### src/rtl/ex_muldiv_unit_if.sv
// Bus between the ID/EX stage and the EX multiply/divide unit.
// The master is the pipeline; the slave is ex_muldiv_unit.
`timescale 1ns/1ps
interface ex_muldiv_unit_if #(
  parameter int WIDTH = 32
);
  logic             start;
  logic [1:0]       op;
  logic [WIDTH-1:0] rs_val;
  logic [WIDTH-1:0] rt_val;
  logic             flush;
  logic             mthi;
  logic             mtlo;
  logic [WIDTH-1:0] wdata;
  logic             busy;
  logic             done;
  logic [WIDTH-1:0] hi;
  logic [WIDTH-1:0] lo;

  modport master (
    output start, op, rs_val, rt_val, flush, mthi, mtlo, wdata,
    input  busy, done, hi, lo
  );

  modport slave (
    input  start, op, rs_val, rt_val, flush, mthi, mtlo, wdata,
    output busy, done, hi, lo
  );
endinterface

### src/rtl/ex_muldiv_unit.sv
// Iterative MULT/MULTU/DIV/DIVU unit owning the architectural HI/LO registers.
// One multiplier or quotient bit per cycle over WIDTH RUN cycles, then a FIX
// cycle applies signs and special cases and commits HI/LO.
`timescale 1ns/1ps
module ex_muldiv_unit #(
  parameter int WIDTH = 32
) (
  input  logic             clk,
  input  logic             reset,
  ex_muldiv_unit_if.slave  bus
);
  localparam int CW = $clog2(WIDTH);

  typedef enum logic [1:0] {S_IDLE, S_RUN, S_FIX} state_t;

  state_t             r_state;
  state_t             w_next;
  logic [CW-1:0]      r_cnt;
  // Upper half: partial product (mul) or partial remainder (div).
  // Lower half: multiplier being shifted out (mul) or dividend/quotient (div).
  logic [2*WIDTH-1:0] r_acc;
  logic [WIDTH-1:0]   r_opb;      // multiplicand / divisor magnitude
  logic [WIDTH-1:0]   r_raw_a;    // raw rs_val, needed for divide-by-zero HI
  logic [WIDTH-1:0]   r_hi;
  logic [WIDTH-1:0]   r_lo;
  logic               r_is_div;
  logic               r_neg_a;
  logic               r_neg_b;
  logic               r_dbz;
  logic               r_done;

  logic               w_busy;
  logic               w_accept;
  logic               w_run;
  logic               w_commit;
  logic               w_last;
  logic               w_signed;
  logic [WIDTH-1:0]   w_mag_a;
  logic [WIDTH-1:0]   w_mag_b;
  logic [WIDTH:0]     w_add;
  logic [WIDTH:0]     w_shift;
  logic [WIDTH:0]     w_diff;
  logic [2*WIDTH-1:0] w_step;
  logic [2*WIDTH-1:0] w_prod;
  logic [WIDTH-1:0]   w_quo;
  logic [WIDTH-1:0]   w_rem;
  logic [WIDTH-1:0]   w_res_hi;
  logic [WIDTH-1:0]   w_res_lo;

  assign w_last = (r_cnt == CW'(WIDTH - 1));

  // State register.
  always_ff @(posedge clk or posedge reset) begin
    // NOTE: non-blocking assignments so every flop samples pre-edge values.
    if (reset) r_state <= S_IDLE;
    else       r_state <= w_next;
  end

  // Next-state logic; flush squashes the op from RUN or FIX, and cancels an idle start.
  always_comb begin
    // NOTE: default first so no path leaves w_next unassigned (no latch).
    w_next = r_state;
    case (r_state)
      S_IDLE:  if (bus.start && !bus.flush) w_next = S_RUN;
      S_RUN:   if (bus.flush)               w_next = S_IDLE;
               else if (w_last)             w_next = S_FIX;
      S_FIX:   w_next = S_IDLE;
      default: w_next = S_IDLE;
    endcase
  end

  // State-decoded controls.
  always_comb begin
    w_busy   = (r_state != S_IDLE);
    w_accept = (r_state == S_IDLE) && bus.start && !bus.flush;
    w_run    = (r_state == S_RUN);
    w_commit = (r_state == S_FIX) && !bus.flush;
  end

  // Operand magnitudes and sign flags captured at issue.
  always_comb begin
    w_signed = !bus.op[0];
    w_mag_a  = (w_signed && bus.rs_val[WIDTH-1]) ? -bus.rs_val : bus.rs_val;
    w_mag_b  = (w_signed && bus.rt_val[WIDTH-1]) ? -bus.rt_val : bus.rt_val;
  end

  // One iteration: shift-add for multiply, restoring subtract for divide.
  always_comb begin
    w_add   = {1'b0, r_acc[2*WIDTH-1:WIDTH]} + (r_acc[0] ? {1'b0, r_opb} : '0);
    w_shift = {r_acc[2*WIDTH-1:WIDTH], r_acc[WIDTH-1]};
    w_diff  = w_shift - {1'b0, r_opb};
    if (r_is_div) begin
      if (w_diff[WIDTH]) w_step = {w_shift[WIDTH-1:0], r_acc[WIDTH-2:0], 1'b0};
      else               w_step = {w_diff[WIDTH-1:0],  r_acc[WIDTH-2:0], 1'b1};
    end else begin
      w_step = {w_add, r_acc[WIDTH-1:1]};
    end
  end

  // Sign fix-up and special cases applied in FIX.
  always_comb begin
    w_prod = (r_neg_a ^ r_neg_b) ? -r_acc : r_acc;
    w_quo  = (r_neg_a ^ r_neg_b) ? -r_acc[WIDTH-1:0] : r_acc[WIDTH-1:0];
    w_rem  = r_neg_a ? -r_acc[2*WIDTH-1:WIDTH] : r_acc[2*WIDTH-1:WIDTH];
    if (!r_is_div) begin
      w_res_hi = w_prod[2*WIDTH-1:WIDTH];
      w_res_lo = w_prod[WIDTH-1:0];
    end else if (r_dbz) begin
      w_res_hi = r_raw_a;
      w_res_lo = '1;
    end else begin
      w_res_hi = w_rem;
      w_res_lo = w_quo;
    end
  end

  // Iteration datapath: load at issue, step once per RUN cycle.
  always_ff @(posedge clk or posedge reset) begin
    if (reset) begin
      r_cnt    <= '0;
      r_acc    <= '0;
      r_opb    <= '0;
      r_raw_a  <= '0;
      r_is_div <= 1'b0;
      r_neg_a  <= 1'b0;
      r_neg_b  <= 1'b0;
      r_dbz    <= 1'b0;
    end else if (w_accept) begin
      r_cnt    <= '0;
      r_acc    <= {{WIDTH{1'b0}}, w_mag_a};
      r_opb    <= w_mag_b;
      r_raw_a  <= bus.rs_val;
      r_is_div <= bus.op[1];
      r_neg_a  <= w_signed && bus.rs_val[WIDTH-1];
      r_neg_b  <= w_signed && bus.rt_val[WIDTH-1];
      r_dbz    <= (bus.rt_val == '0);
    end else if (w_run) begin
      r_cnt    <= r_cnt + CW'(1);
      r_acc    <= w_step;
    end
  end

  // HI/LO: op result in FIX, otherwise MTHI/MTLO while idle.
  always_ff @(posedge clk or posedge reset) begin
    if (reset) begin
      r_hi   <= '0;
      r_lo   <= '0;
      r_done <= 1'b0;
    end else begin
      r_done <= w_commit;
      if (w_commit) begin
        r_hi <= w_res_hi;
        r_lo <= w_res_lo;
      end else if (!w_busy) begin
        if (bus.mthi) r_hi <= bus.wdata;
        if (bus.mtlo) r_lo <= bus.wdata;
      end
    end
  end

  assign bus.busy = w_busy;
  assign bus.done = r_done;
  assign bus.hi   = r_hi;
  assign bus.lo   = r_lo;
endmodule

### src/flat_wrapper.sv
// flat-port wrapper written by rule: the top's interface ports become plain ports
module ex_muldiv_unit_flat 
#(
  parameter int WIDTH = 32
)
  (clk, reset, bus_start, bus_op, bus_rs_val, bus_rt_val, bus_flush, bus_mthi, bus_mtlo, bus_wdata, bus_busy, bus_done, bus_hi, bus_lo);
  ex_muldiv_unit_if #(.WIDTH(WIDTH)) bus_i ();
  input  logic clk;
  input  logic reset;
  input wire logic [$bits(bus_i.start)-1:0] bus_start;
  input wire logic [$bits(bus_i.op)-1:0] bus_op;
  input wire logic [$bits(bus_i.rs_val)-1:0] bus_rs_val;
  input wire logic [$bits(bus_i.rt_val)-1:0] bus_rt_val;
  input wire logic [$bits(bus_i.flush)-1:0] bus_flush;
  input wire logic [$bits(bus_i.mthi)-1:0] bus_mthi;
  input wire logic [$bits(bus_i.mtlo)-1:0] bus_mtlo;
  input wire logic [$bits(bus_i.wdata)-1:0] bus_wdata;
  output wire logic [$bits(bus_i.busy)-1:0] bus_busy;
  output wire logic [$bits(bus_i.done)-1:0] bus_done;
  output wire logic [$bits(bus_i.hi)-1:0] bus_hi;
  output wire logic [$bits(bus_i.lo)-1:0] bus_lo;
  assign bus_i.start = bus_start;
  assign bus_i.op = bus_op;
  assign bus_i.rs_val = bus_rs_val;
  assign bus_i.rt_val = bus_rt_val;
  assign bus_i.flush = bus_flush;
  assign bus_i.mthi = bus_mthi;
  assign bus_i.mtlo = bus_mtlo;
  assign bus_i.wdata = bus_wdata;
  assign bus_busy = bus_i.busy;
  assign bus_done = bus_i.done;
  assign bus_hi = bus_i.hi;
  assign bus_lo = bus_i.lo;
  ex_muldiv_unit #(.WIDTH(WIDTH)) u_core (.clk(clk), .reset(reset), .bus(bus_i));
endmodule
### config.mk
export PLATFORM = sky130hd
export DESIGN_NAME = ex_muldiv_unit_flat
export DESIGN_NICKNAME = d
export VERILOG_FILES = /design/src/rtl/ex_muldiv_unit_if.sv /design/src/rtl/ex_muldiv_unit.sv /design/src/flat_wrapper.sv
export SDC_FILE = /design/constraint.sdc
export NUM_CORES = 1
export LEC_CHECK = 0
export CAP_MARGIN = 20
export CORE_MARGIN = 1
export CORE_UTILIZATION = 50
export DETAILED_ROUTE_END_ITERATION = 10
export PLACE_DENSITY = 0.78
export SYNTH_ARGS = -nofsm -noshare
export SYNTH_HDL_FRONTEND = slang
export SYNTH_SLANG_ARGS = --single-unit
### constraint.sdc
create_clock -name clk -period 19.68 [get_ports clk]
set_input_delay 2.952 -clock clk [delete_from_list [all_inputs] [get_ports clk]]
set_output_delay 2.952 -clock clk [all_outputs]
set_load 0.1 [all_outputs]
==> results_dict.tcl, run 1 <==
set metrics [dict create \
    hp-class "reg2reg" \
    fin_crit_sh_pct 29.8 \
    synth_cell_types 88 \
    synth_edf_count 0 \
    die_y_um 183 \
    cp.required_ps 16730 \
    cts_sinks 204 \
    ios 170 \
    syn2layout_area_growth_pct 16.4 \
    post_route_cells_drive_above_1_share_pct 5.21 \
    cts_setup_buffers 0 \
    place_congestion 1.01 \
    cap_violations 0 \
    rsz0062_at_grt "no" \
    ys_seq_area_share_pct 31.0 \
    ys.flop_type "dfrtp_1" \
    clk_latency_ps 550 \
    synth_seq_cells 204 \
    fin_crit_ps 5860 \
    portBuffers 169 \
    fin_nets 2366 \
    cts_hold_buf 0 \
    synth_top_area_share_pct 31.0 \
    clockBufferDepth 3 \
    yosysTopAreaCell "dfrtp_1" \
    cts_inserted_buffers 24 \
    grt_max_degree 86 \
    crit_type "reg2out" \
    grt_pass1_vias 15300 \
    critPathMaxFanout 6 \
    ir_worst_vdd_mv 0.0812 \
    initial_core_util_pct 50.7 \
    setup_viol 0 \
    tns_ps 0 \
    syn_nets 2286 \
    wl_mm 56.3 \
    power.density_mw_per_mm2 139 \
    routed_via_density 6.38 \
    design.core.area_mm2 0.0325 \
    critical_path.endpoint_type "output port" \
    antenna_found_initial 1 \
    cts_htree_levels 1 \
    fillCellCount 2917 \
    grt_pass1_wl_mm 87.5 \
    crit_chain "nor2_1, inv_1, clkdlybuf4s50_1" \
    p_leak_nw 8.23 \
    netlist_area_mm2 0.0165 \
    fp.dieW_um 183 \
    final_antenna_net_count 0 \
    first_pass_iters 8 \
    setup.worst_path.start_class "register" \
    fin_skew_ps 25.3 \
    drcViolationCount 0 \
    postCtsResizedCells 0 \
    grt_use_total_pct 33.1 \
    synth_area_leaders "dfrtp_1 31%, nand2_1 8.6%, ha_1 5.3%, a21oi_1 5.1%, o21ai_0 5.0%" \
    async_flop_share_pct 100 \
    vias 16900 \
    final_core_util_pct 59.0 \
    syn_area_per_cell_um2 7.80 \
    wl_per_cell_um 21.2 \
    cp_slowest_stage_delay_ps 1020 \
    synthCells 2110 \
    dieArea_mm2 0.0336 \
    n_antenna_cell 0 \
    path_clk_slew_ps 60 \
    arrival_ps 2910 \
    root_buffer "clkbuf_16" \
    slew-limit-headroom_pct 24.7 \
    worstMarginPinSlew_ps 1100 \
    fmax_mhz 171 \
    drv_slew 0 \
    gr-total-overflow 0 \
    slowest_stage "clkdlybuf4s50_1" \
    hold_viol_final 0 \
    ys_warn_count 0 \
    cts_tree "yes" \
    status "complete, no violations" \
    post-dp-hpwl_mm 41.9 \
    row_count 66 \
    drt-initial-drc-count 2025 \
]
[cells in the final DEF, fill, tap and decap left out, drive strengths merged, types with 25 or more instances in the layout]
cell,count
a211oi,32
a21o,29
a21oi,171
a31oi,41
a32oi,32
buf,25
clkbuf,32
clkdlybuf4s50,169
dfrtp,204
ha,70
inv,61
mux2i,58
nand2,378
nand3,31
nor2,177
nor3,56
o211ai,28
o21ai,174
o31ai,25
xnor2,82
xor2,69
[worst paths after layout]
path                                   startpoint                to  slack, ps  cells past startpoint
worst min-delay path             u_core.r_opb[14]  u_core.r_opb[14]        480                      2
min in group asynchronous                   reset  u_core.r_acc[51]       2890                      2
worst max-delay path            u_core.r_state[1]          bus_busy      13820                      3
max in group asynchronous                   reset   u_core.r_is_div      15390                      3
worst min register to register   u_core.r_opb[14]  u_core.r_opb[14]        480                      2
worst max register to register   u_core.r_acc[31]  u_core.r_acc[48]      15220                     13
[routing by layer]
metal / part of all wire (%) / track usage, % / vias up
li1: - / - / 7708
met1: 44 / 49.3 / 8091
met2: 42 / 48.3 / 996
met3: 11 / 6.00 / 100
met4: 3.0 / 9.67 / 0
met5: 0 / 0 / -
[Yosys cell counts, types with 5 or more instances]
cell      instances
o211ai_1         28
xnor2_1          82
dfrtp_1         204
a31oi_1          39
mux2i_1          58
o41ai_1           9
and3_1           13
nand3_1          30
buf_4             6
nand2b_1         22
o221ai_1          7
nor3b_1           7
a21oi_1         169
xor2_1           68
nor2_1          177
o21ai_0         164
o21ai_1           9
buf_6             9
nand2_1         377
a21o_1           29
o22ai_1          10
buf_1            13
nor3_1           52
buf_2            11
and2_1           11
nor4_1           17
nor2b_1          10
o21a_1           10
inv_1            59
a32oi_1          32
o21bai_1         11
a211oi_1         31
nand3b_1          5
a22oi_1          20
a221oi_1          7
nand4_1           8
or3_1            19
clkbuf_1         98
o31ai_1          23
ha_1             70
[layout make-up]
class	instances	area, um^2	share of cell area [%]
clock buffers	32	691	3.61
clock inverters	11	130	0.679
inverters	61	236	1.23
multi-input cells	1705	10500	54.9
flip-flops and latches	204	5110	26.7
well taps	442	553	2.89
repair buffers	194	1910	9.99
[through the flow]
stage               setup WS, ps  total power [mW]  cells  hold slack [ps]  cell area (um^2)
floorplan                  11160              1.78   2110              440             16500
global placement           13840              2.13   2602              465             18300
detailed placement         13840              2.16   2603              474             18300
CTS                        13870              2.63   2646              487             19100
global route               13840              2.82   2649              511             19200
finish                     13820              2.67   2649              484             19200
[cells by family (layout without fill, tap and decap cells)]
logic type / after synthesis / in the layout / synth area share [%]
AOI/OAI and AO/OA: 641 / 641 / 24.7
and+or+nand+nor: 780 / 780 / 21.6
xor gates and xnor gates: 151 / 151 / 8.08
DFF: 204 / 204 / 31.0
muxes: 61 / 61 / 3.73
adders and majority gates: 72 / 72 / 5.56
buffers and inverters: 201 / 298 / 5.31
[critical path: cells and delay by family, from the launching register on]
kind          cells  cell delay, ps
buf+inv           2            1200
simple gates      1             740
flops             1             430
[power by group]
part / total [mW] / switching [mW] / internal, mW
registers: 0.720 / 0.202 / 0.518
logic: 1.48 / 0.939 / 0.545
clock network: 0.463 / 0.190 / 0.273
total: 2.67 / 1.33 / 1.34
[flip-flops by register name (all words and copies together) (netlist names)]
name and count:
u_core.r_is_div 1, u_core.bus.lo 32, u_core.r_state 2, u_core.r_neg_b 1
u_core.r_dbz 1, u_core.bus.done 1, u_core.r_raw_a 32, u_core.r_cnt 5
u_core.bus.hi 32, u_core.r_acc 64, u_core.r_opb 32, u_core.r_neg_a 1
No activity file was read; power rests on OpenSTA's default activity.
==> inputs of run 2 (changes only) <==
- clock period: 19.68 -> 6 ns (I/O delays scaled with it)
==> run 2 against run 1 <==
Effect of this change:
- sequential power rose to 3.3 times the previous value
- highest routed layer unchanged
- critical path depth up 10
- cell count about the same
==> results_dict.tcl, run 2 (synthesis results as in run 1) <==
set metrics [dict create \
    dieArea_mm2 0.0336 \
    slew-limit-headroom_pct 19.6 \
    first_pass_iters 6 \
    hold_ws_ps 482 \
    crit_type "reg2reg" \
    grt_use_total_pct 34.8 \
    dp_cells 2607 \
    cts_hold_buf 0 \
    cts_sinks 204 \
    critical_path.endpoint_type "register" \
    worstMarginPinSlew_ps 1180 \
    fin_crit_sh_pct 72.2 \
    gr-total-overflow 0 \
    arrival_ps 4750 \
    setup_viol 0 \
    initial_core_util_pct 50.7 \
    path_clk_slew_ps 60 \
    fillCellCount 2904 \
    startpoint "u_core.r_acc[31]" \
    critPathMaxFanout 39 \
    wl_per_cell_um 22.2 \
    row_count 66 \
    finalInstanceArea_mm2 0.0192 \
    post-dp-hpwl_mm 43.6 \
    largest_reg_flops 64 \
    path_depth 13 \
    cts_inserted_buffers 24 \
    layout_common_cells "376 x nand2_1, 203 x dfrtp_1, 174 x nor2_1, 169 x a21oi_1, 169 x clkdlybuf4s50_1" \
    drt-initial-drc-count 2184 \
    crit_chain "inv_1, ha_1, fa_1, nand2b_1, a21o_1, a211oi_1, or4_1, a31oi_2, xor2_4, buf_4, mux2i_1, nor2_1, a221o_1" \
    fin_skew_ps 8.21 \
    reg2reg_depth 13 \
    cp_top_family "compound AO/OA/AOI/OAI gates" \
    rrSetupSlack_ps 1670 \
    power_mw 8.92 \
    hp-start "u_core.r_opb[23]" \
    tns_ps 0 \
    fmax_mhz 231 \
    cap_violations 0 \
    antenna_found_initial 1 \
    fin_nets 2369 \
    ir_worst_vdd_mv 0.271 \
    drcViolationCount 0 \
    placed_cell_area_mm2 0.0183 \
    clk_latency_ps 540 \
    routed_via_density 6.40 \
    hold_viol_final 0 \
    postCtsResizedCells 0 \
    mostFrequentLayoutCell "nand2_1" \
    place_congestion 1.00 \
    cp_slowest_stage_delay_ps 830 \
    fin_cells 2651 \
    p_leak_nw 8.26 \
    hold_depth 2 \
    grt_max_degree 107 \
    cp.required_ps 6420 \
    path_buf_inv 2 \
    root_buffer "clkbuf_16" \
    status "complete, no violations" \
    syn2layout_area_growth_pct 16.7 \
    fin_crit_ps 4330 \
    hp-class "reg2reg" \
    die_y_um 183 \
    wl_mm 58.9 \
    grt_pass1_vias 15700 \
    cts_tree "yes" \
    r2r-start "u_core.r_acc[31]" \
    portBuffers 169 \
    design.core.area_mm2 0.0325 \
    post_route_cells_drive_above_1_share_pct 5.16 \
    vias 17000 \
    clockBufferDepth 3 \
    setup.worst_path.start_class "register" \
    cts_htree_levels 1 \
    ios 170 \
    n_antenna_cell 0 \
    drv_slew 0 \
    final_antenna_net_count 0 \
    regMostFlops "u_core.r_acc" \
    grt_pass1_wl_mm 91.5 \
    rsz0062_at_grt "no" \
    cts_setup_buffers 0 \
    fp.dieW_um 183 \
    power.density_mw_per_mm2 465 \
    slowest_stage "xor2_4" \
]
-- run 2: cell types whose count changed in the layout (fill, tap and decap cells not counted) --
cell | before | now
bufinv_16 | 2 | 4
clkbuf_16 | 24 | 25
buf_4 | 22 | 25
clkinv_8 | 1 | 0
buf_8 | 2 | 1
clkinv_4 | 0 | 1
clkbuf_8 | 6 | 4
clkinv_2 | 3 | 2
inv_8 | 1 | 0
clkbuf_1 | 2 | 5
clkinvlp_4 | 4 | 1
buf_12 | 0 | 1
-- run 2: power by group --
part / internal [mW] / switching (mW)
combinational: 1.81 / 3.15
sequential: 1.70 / 0.657
clock: 0.981 / 0.630
total: 4.49 / 4.44
-- run 2: worst paths after layout --
kind,to
worst max-delay path,u_core.r_acc[48]
worst min-delay path,u_core.r_opb[23]
worst max register to register,u_core.r_acc[48]
worst min register to register,u_core.r_opb[23]
max in group asynchronous,u_core.r_is_div
min in group asynchronous,u_core.r_acc[52]
-- run 2: metrics by stage --
| step | setup WS, ps | util [%] |
|---|---|---|
| floorplan | 2460 | - |
| global placement | 1880 | 56.4 |
| detailed placement | 1760 | 56.5 |
| finish | 1670 | 59.2 |
| global route | 1450 | 59.2 |
| CTS | 1740 | 59.1 |
-- run 2: final cells by class --
cell class | count | area [um^2] | area share, %
clock buffer | 34 | 699 | 3.64
clock inverter | 8 | 148 | 0.769
inverter | 61 | 233 | 1.21
multi-input combinational | 1705 | 10500 | 54.8
sequential | 204 | 5110 | 26.6
tap | 442 | 553 | 2.88
timing repair buffer | 197 | 1940 | 10.1
-- run 2: worst reg2reg max path: cells and delay by family (launching register included) --
family / cells / cell delay [ps]
xor+xnor: 1 / 830
fa+ha+maj: 2 / 650
simple gates: 3 / 470
compound gates: 4 / 1080
buf+inv: 2 / 470
mux: 1 / 220
flops: 1 / 490
-- run 2: layer usage --
layer | global-route usage [%] | vias up | routed length [um]
met5 | 0 | - | 0
met4 | 9.63 | 0 | 1820
met3 | 6.22 | 130 | 6530
met2 | 50.9 | 975 | 24600
met1 | 52.2 | 8146 | 26000
li1 | - | 7719 | -
==> edit 1 (flow settings as in run 2) <==
`WIDTH` is set to 32 in 3 places; all go to 16.
--- a/src/rtl/ex_muldiv_unit_if.sv
+++ b/src/rtl/ex_muldiv_unit_if.sv
@@ -2,7 +2,7 @@
 // The master is the pipeline; the slave is ex_muldiv_unit.
 `timescale 1ns/1ps
 interface ex_muldiv_unit_if #(
-  parameter int WIDTH = 32
+  parameter int WIDTH = 16
 );
   logic             start;
   logic [1:0]       op;
--- a/src/rtl/ex_muldiv_unit.sv
+++ b/src/rtl/ex_muldiv_unit.sv
@@ -3,7 +3,7 @@
 // cycle applies signs and special cases and commits HI/LO.
 `timescale 1ns/1ps
 module ex_muldiv_unit #(
-  parameter int WIDTH = 32
+  parameter int WIDTH = 16
 ) (
   input  logic             clk,
   input  logic             reset,
--- a/src/flat_wrapper.sv
+++ b/src/flat_wrapper.sv
@@ -1,7 +1,7 @@
 // flat-port wrapper written by rule: the top's interface ports become plain ports
 module ex_muldiv_unit_flat 
 #(
-  parameter int WIDTH = 32
+  parameter int WIDTH = 16
 )
   (clk, reset, bus_start, bus_op, bus_rs_val, bus_rt_val, bus_flush, bus_mthi, bus_mtlo, bus_wdata, bus_busy, bus_done, bus_hi, bus_lo);
   ex_muldiv_unit_if #(.WIDTH(WIDTH)) bus_i ();
Ports: changed (5 resized); port bits go from 170 to 90. The function was not compared with the original's and may differ.
==> edit 1 against run 2 <==
  * First-iteration DRC count is 67% lower
  * Sequential cell count is 97 lower
  * Die area is 49% lower
  * Largest cell class unchanged
  * Final area is 50% lower
  * Sequential share of layout area is 1.3 points higher
  * Power is 50% lower
  * The flow now finishes with violations (DRC)
  * Wire length is 60% lower
  * Cell count is 52% lower
  * Synthesized area is 49% lower
  * Critical path type unchanged
  * Highest routed layer unchanged
  * Worst setup slack better by 0.78 ns
==> edit 1: results (changes against run 2) <==
Worst setup path
  – CP max-delay cell: xnor2_2
  – Critical Path AT: 3.79 ns (-0.96 ns)
  – Top delay family on crit path: XOR/XNOR gates
  – Worst-path fanout max: 18 (-54%)
  – CP peak stage delay: 0.84 ns

Synth
  – Asr flop ratio synth: 100% (unchanged)
  – Library cells used by synthesis: 75 (-15%)
  – Cells after Synth: 1010 (-52%)
  – Seq/Total Area, Yosys: 31.9% (+0.88 points)
  – Synth area leaders: dfrtp_1 32%, nand2_1 7.2%, xnor2_1 6.1%, ha_1 5.5%, mux2i_1 4.9%
  – Yosys Warn Count: 0 (unchanged)
  – Syn_nets: 1105 (-52%)
  – Post-synth top cells: 162 x nand2_1, 107 x dfrtp_1, 82 x nor2_1

Routing
  – DRT met1 WL: 10.3 mm (-60%)
  – Vias post-DR: 7704 (-55%)
  – Initial DRC Count: 712 (-67%)
  – Wire per inst: 18.2 um (-18%)
  – Met2 WL: 10.8 mm (-56%)
  – Routed wl met3: 1.88 mm (-71%)
  – DR DRC count: 2 (+2)
  – Drt first pass iters: 8 (+2)
  – Final ANT Viol Nets: 0 (unchanged)
  – Top Metal Used: met4

Timing
  – Final setup fails: 0 (unchanged)
  – Rel. slew slack: 29.6% (+10 points)
  – Clock skew: 0.0111 ns (+0.00290 ns)

Place
  – HPWL Detailed: 17.1 mm (-61%)
  – Gpl congestion: 0.884 (-12%)
  – Port bufs: 89 (-47%)

Final layout
  – Fin nets: 1154 (-51%)
  – Diode count: 0 (unchanged)
  – Fillers: 1516 (-48%)
  – Fin cells: 1284 (-52%)
  – Max reg flops: 32 (-50%)
  – Share of cells above drive strength 1: 5.17% (+0.0085 points)
  – Largest Register: u_core.r_acc

Clock network
  – H-tree levels: 3 (+2)
  – Clk Latency, worst-skew pair: 0.36 ns (-0.18 ns)
  – Longest Clk Path Bufs: 2 (-1)
  – Root Buffer: clkbuf_16
  – Cts repair resizes: 0 (unchanged)
  – Post-CTS setup buffer count: 0 (unchanged)
  – Num CTS Buffers: 9 (-63%)
  – Clk slew on worst S/H paths: 0.08 ns (+0.02 ns)

GRT
  – All-Layer GR Usage: 27.4% (-7.4 points)
  – Initial antenna violation count: 0 (-1)
  – Global-route wire length before repair: 37.9 mm (-59%)
  – Pin count of the biggest net entering global routing: 65 (-39%)
  – Vias in the first global route: 7291 (-54%)

Power and ir drop
  – Worst IR Drop VDD: 0.000214 V (-21%)
  – Leakage: 0.00408 uW (-51%)

Hold path
  – Worst min path class: reg2reg

Status
  – Status: finished with violations
  – Failing checks: DRC
edit 1: layer usage:
layer | GRT usage, % | vias up
met3 | 5.48 | 40
li1 | - | 3688
met4 | 8.01 | 0
met5 | 0 | -
met2 | 43.2 | 313
met1 | 38.0 | 3663
edit 1: stage by stage:
stage / setup slack [ns] / power [uW] / hold slack (ns) / cell area, um^2
2_1_floorplan: 2.28 / 3260 / 0.445 / 8390
3_3_place_gp: 2.57 / 3800 / 0.461 / 9290
3_5_place_dp: 2.50 / 3870 / 0.470 / 9290
4_1_cts: 2.49 / 4460 / 0.487 / 9580
5_1_grt: 2.25 / 4780 / 0.515 / 9590
6_report: 2.45 / 4490 / 0.484 / 9590
edit 1: path summary, 6_finish.rpt:
path | startpoint | to | slack [ns] | depth (start not counted)
worst max register to register | u_core.r_acc[15] | u_core.r_acc[19] | 2.45 | 11
min in group asynchronous | reset | u_core.r_acc[23] | 1.05 | 2
worst max-delay path | u_core.r_acc[15] | u_core.r_acc[19] | 2.45 | 11
max in group asynchronous | reset | u_core.r_raw_a[13] | 3.80 | 3
worst min register to register | u_core.r_opb[12] | u_core.r_opb[12] | 0.48 | 2
worst min-delay path | u_core.r_opb[12] | u_core.r_opb[12] | 0.48 | 2
edit 1: cells by family (layout without fill, tap and decap cells):
family,Yosys count,in the layout,share of synthesized area (%)
adder cells (fa/ha/maj),39,39,5.99
XOR/XNOR,90,90,9.48
multiplexers,48,48,5.83
AO/OA/AOI/OAI,282,282,22.0
AND/OR/NAND/NOR,344,344,19.1
flip-flops,107,107,31.9
buffers and inverters,100,154,5.74
edit 1: worst register-to-register path: stages (launching register included):
cell	delay, ns
dfrtp_1	0.48
inv_1	0.08
ha_1	0.22
fa_1	0.41
nor2b_1	0.18
o2111ai_1	0.18
nand3_1	0.25
a31oi_1	0.20
xnor2_2	0.84
mux2i_1	0.28
nor2_1	0.05
a221o_1	0.27
edit 1: cell type report:
type,instances,area share (%)
sequential,107,27.9
clock buffer,11,2.53
tap,220,2.87
timing repair buffer,96,9.84
multi-input combinational,803,54.7
inverter,42,1.67
clock inverter,5,0.470
edit 1: power breakdown:
part	switching, uW	leakage [uW]	internal [uW]	total [uW]
registers	344	0.00133	912	1260
logic	1600	0.00262	1040	2640
clock network	294	0.000138	300	594
total	2240	0.00408	2250	4490
==> edit 2 (settings of run 2) <==
Made on the original files. Make the reset (`reset`) synchronous in 3 clocked blocks.
--- a/src/rtl/ex_muldiv_unit.sv
+++ b/src/rtl/ex_muldiv_unit.sv
@@ -50,7 +50,7 @@
   assign w_last = (r_cnt == CW'(WIDTH - 1));
 
   // State register.
-  always_ff @(posedge clk or posedge reset) begin
+  always_ff @(posedge clk) begin
     // NOTE: non-blocking assignments so every flop samples pre-edge values.
     if (reset) r_state <= S_IDLE;
     else       r_state <= w_next;
@@ -115,7 +115,7 @@
   end
 
   // Iteration datapath: load at issue, step once per RUN cycle.
-  always_ff @(posedge clk or posedge reset) begin
+  always_ff @(posedge clk) begin
     if (reset) begin
       r_cnt    <= '0;
       r_acc    <= '0;
@@ -141,7 +141,7 @@
   end
 
   // HI/LO: op result in FIX, otherwise MTHI/MTLO while idle.
-  always_ff @(posedge clk or posedge reset) begin
+  always_ff @(posedge clk) begin
     if (reset) begin
       r_hi   <= '0;
       r_lo   <= '0;
Behaviour: differs if reset is asserted again (counterexample within 4 cycles, from zero or initial values and one cycle with reset high); with reset held inactive, the same outputs for 4 cycles.
==> edit 2 against run 2 <==
  * Synthesized area up 0.33%
  * Sequential cell count is the same
  * Worst setup slack better by 0.26 ns
  * Critical path depth shrank 3
  * Final area fell by 0.85%
  * Wire length is 6.9% higher
  * Critical path type unchanged
  * Largest cell class unchanged
Power is not compared: it rests on default switching activity, and its combinational part moved more than twofold at a synthesized area within 25%.
==> edit 2: results (changes against run 2) <==
Routing
  – Routed WL: 63.0 mm (+6.9%)
  – Wire per inst: 23.2 um (+4.3%)
  – Initial DRC Count: 2124 (-2.7%)
  – Vias per Instance: 6.50 (+1.5%)

GRT
  – Global-route wire length before repair: 95.6 mm (+4.5%)
  – Met3 GRT Util: 8.80% (+2.6 points)
  – All-Layer GR Usage: 36.3% (+1.5 points)
  – Pin count of the biggest net entering global routing: 98 (-8.4%)
  – Vias in the first global route: 16048 (+2.3%)
  – Met2 Use GR: 53.6% (+2.7 points)
  – M1 GR Usage: 52.1% (-0.12 points)
  – Initial antenna violation count: 1 (unchanged)

Clock network
  – Clk Latency, worst-skew pair: 0.58 ns (+0.04 ns)
  – Num CTS Buffers: 25 (+4.2%)

Timing
  – Clock skew: 0.0452 ns (+0.0370 ns)
  – Rel. slew slack: 23.5% (+3.9 points)

Synth
  – Main synth FF type: dfxtp_1
  – Library cells used by synthesis: 87 (-1.1%)
  – Mux contribution to synthesized area: 6.83% (+3.1 points)
  – Seq/Total Area, Yosys: 24.7% (-6.3 points)
  – Post-Synth Adder-Cell Area: 5.55% (-0.018 points)
  – Synth area leaders: dfxtp_1 25%, a21oi_1 6.9%, mux2i_1 5.9%, nor2_1 5.5%, ha_1 5.3%
  – Asr flop ratio synth: 0% (-100 points)
  – Post-synth top cells: 242 x nor2_1, 227 x a21oi_1, 204 x dfxtp_1
  – Post-synthesis compound-gate area fraction: 28.5% (+3.8 points)
  – Synth top area share: 24.7% (-6.3 points)
  – Avg Synthesized Cell Area: 7.44 um^2 (-4.6%)
  – XOR/XNOR Fraction of Synth Area: 7.27% (-0.81 points)

Final layout
  – Share of cells above drive strength 1: 5.67% (+0.51 points)
  – Fin nets: 2433 (+2.7%)

Worst setup path
  – CP peak stage delay: 0.70 ns (-0.13 ns)
  – CP max-delay cell: nand3_2
  – Worst-path fanout max: 31 (-21%)
  – Critical Path AT: 4.48 ns (-0.27 ns)

Place
  – Placed instance count: 2672 (+2.5%)
  – Gpl congestion: 0.999 (-0.13%)
  – HPWL Detailed: 46.7 mm (+6.9%)

Status
  – Status: completed
==> edit 2: cell types whose count changed in the layout (fill, tap and decap cells not counted), sizes merged, moves of 17 or more <==
cell	delta
a21oi	+56
o21ai	-23
a32oi	-30
mux2i	+39
dfrtp	-204
nor2	+65
a31oi	-17
a211oi	+56
nand2	-178
a221oi	+31
dfxtp	+204
==> edit 2: cell type report <==
type / instances / area, um^2
well taps: 442 / 553
multi-input cells: 1771 / 11500
clock inverters: 13 / 120
clock buffers: 31 / 688
flip-flops and latches: 204 / 4090
fillers: 3053 / 13500
repair buffers: 190 / 1850
inverters: 65 / 244
==> edit 2: logic make-up (layout without fill, tap and decap cells) <==
logic type,count (synthesis),count (layout)
compound gates,721,721
xor+xnor,137,137
fa+ha+maj,72,72
buf+inv,244,299
flops,204,204
mux,111,111
simple gates,730,730
==> edit 2: worst paths after layout <==
| kind | to | cells after the start | slack, ns | start |
|---|---|---|---|---|
| worst max-delay path | u_core.r_acc[56] | 10 | 1.92 | u_core.r_acc[38] |
| worst min-delay path | u_core.r_raw_a[5] | 2 | 0.46 | u_core.r_raw_a[5] |
| worst max register to register | u_core.r_acc[56] | 10 | 1.92 | u_core.r_acc[38] |
| worst min register to register | u_core.r_raw_a[5] | 2 | 0.46 | u_core.r_raw_a[5] |
==> edit 2: power by group through the flow <==
stage                     Clock [uW]  Sequential (uW)  Combinational [uW]
final                           1520             1550                1450
after global routing            1580             1560                1540
after CTS                       1530             1540                1410
after detailed placement           0             1570                1400
after global placement             0             1570                1390
after floorplan                    0             1710                 830
==> edit 2: worst max-delay path, delay by kind of cell (launching register included) <==
family	cells	cell delay (ns)
compound gates	4	0.72
mux	1	0.54
fa+ha+maj	1	0.40
simple gates	4	1.58
flops	1	0.68
==> edit 2: per-stage QoR <==
| step | hold slack [ns] | util [%] | setup slack, ns | instance area [um^2] |
|---|---|---|---|---|
| 3_3_place_gp | 0.441 | 56.0 | 2.10 | 18200 |
| 5_1_grt | 0.469 | 58.5 | 1.80 | 19000 |
| 6_report | 0.459 | 58.5 | 1.92 | 19000 |
| 2_1_floorplan | 0.431 | - | 2.96 | 16500 |
| 3_5_place_dp | 0.447 | 56.0 | 2.03 | 18200 |
| 4_1_cts | 0.455 | 58.5 | 2.02 | 19000 |
==> edit 2: metal layers <==
layer  vias up  share of wire (%)
met5         -                  0
met4         0                2.2
met3       115                 12
met2       968                 42
met1      8364                 44
li1       8208                  -
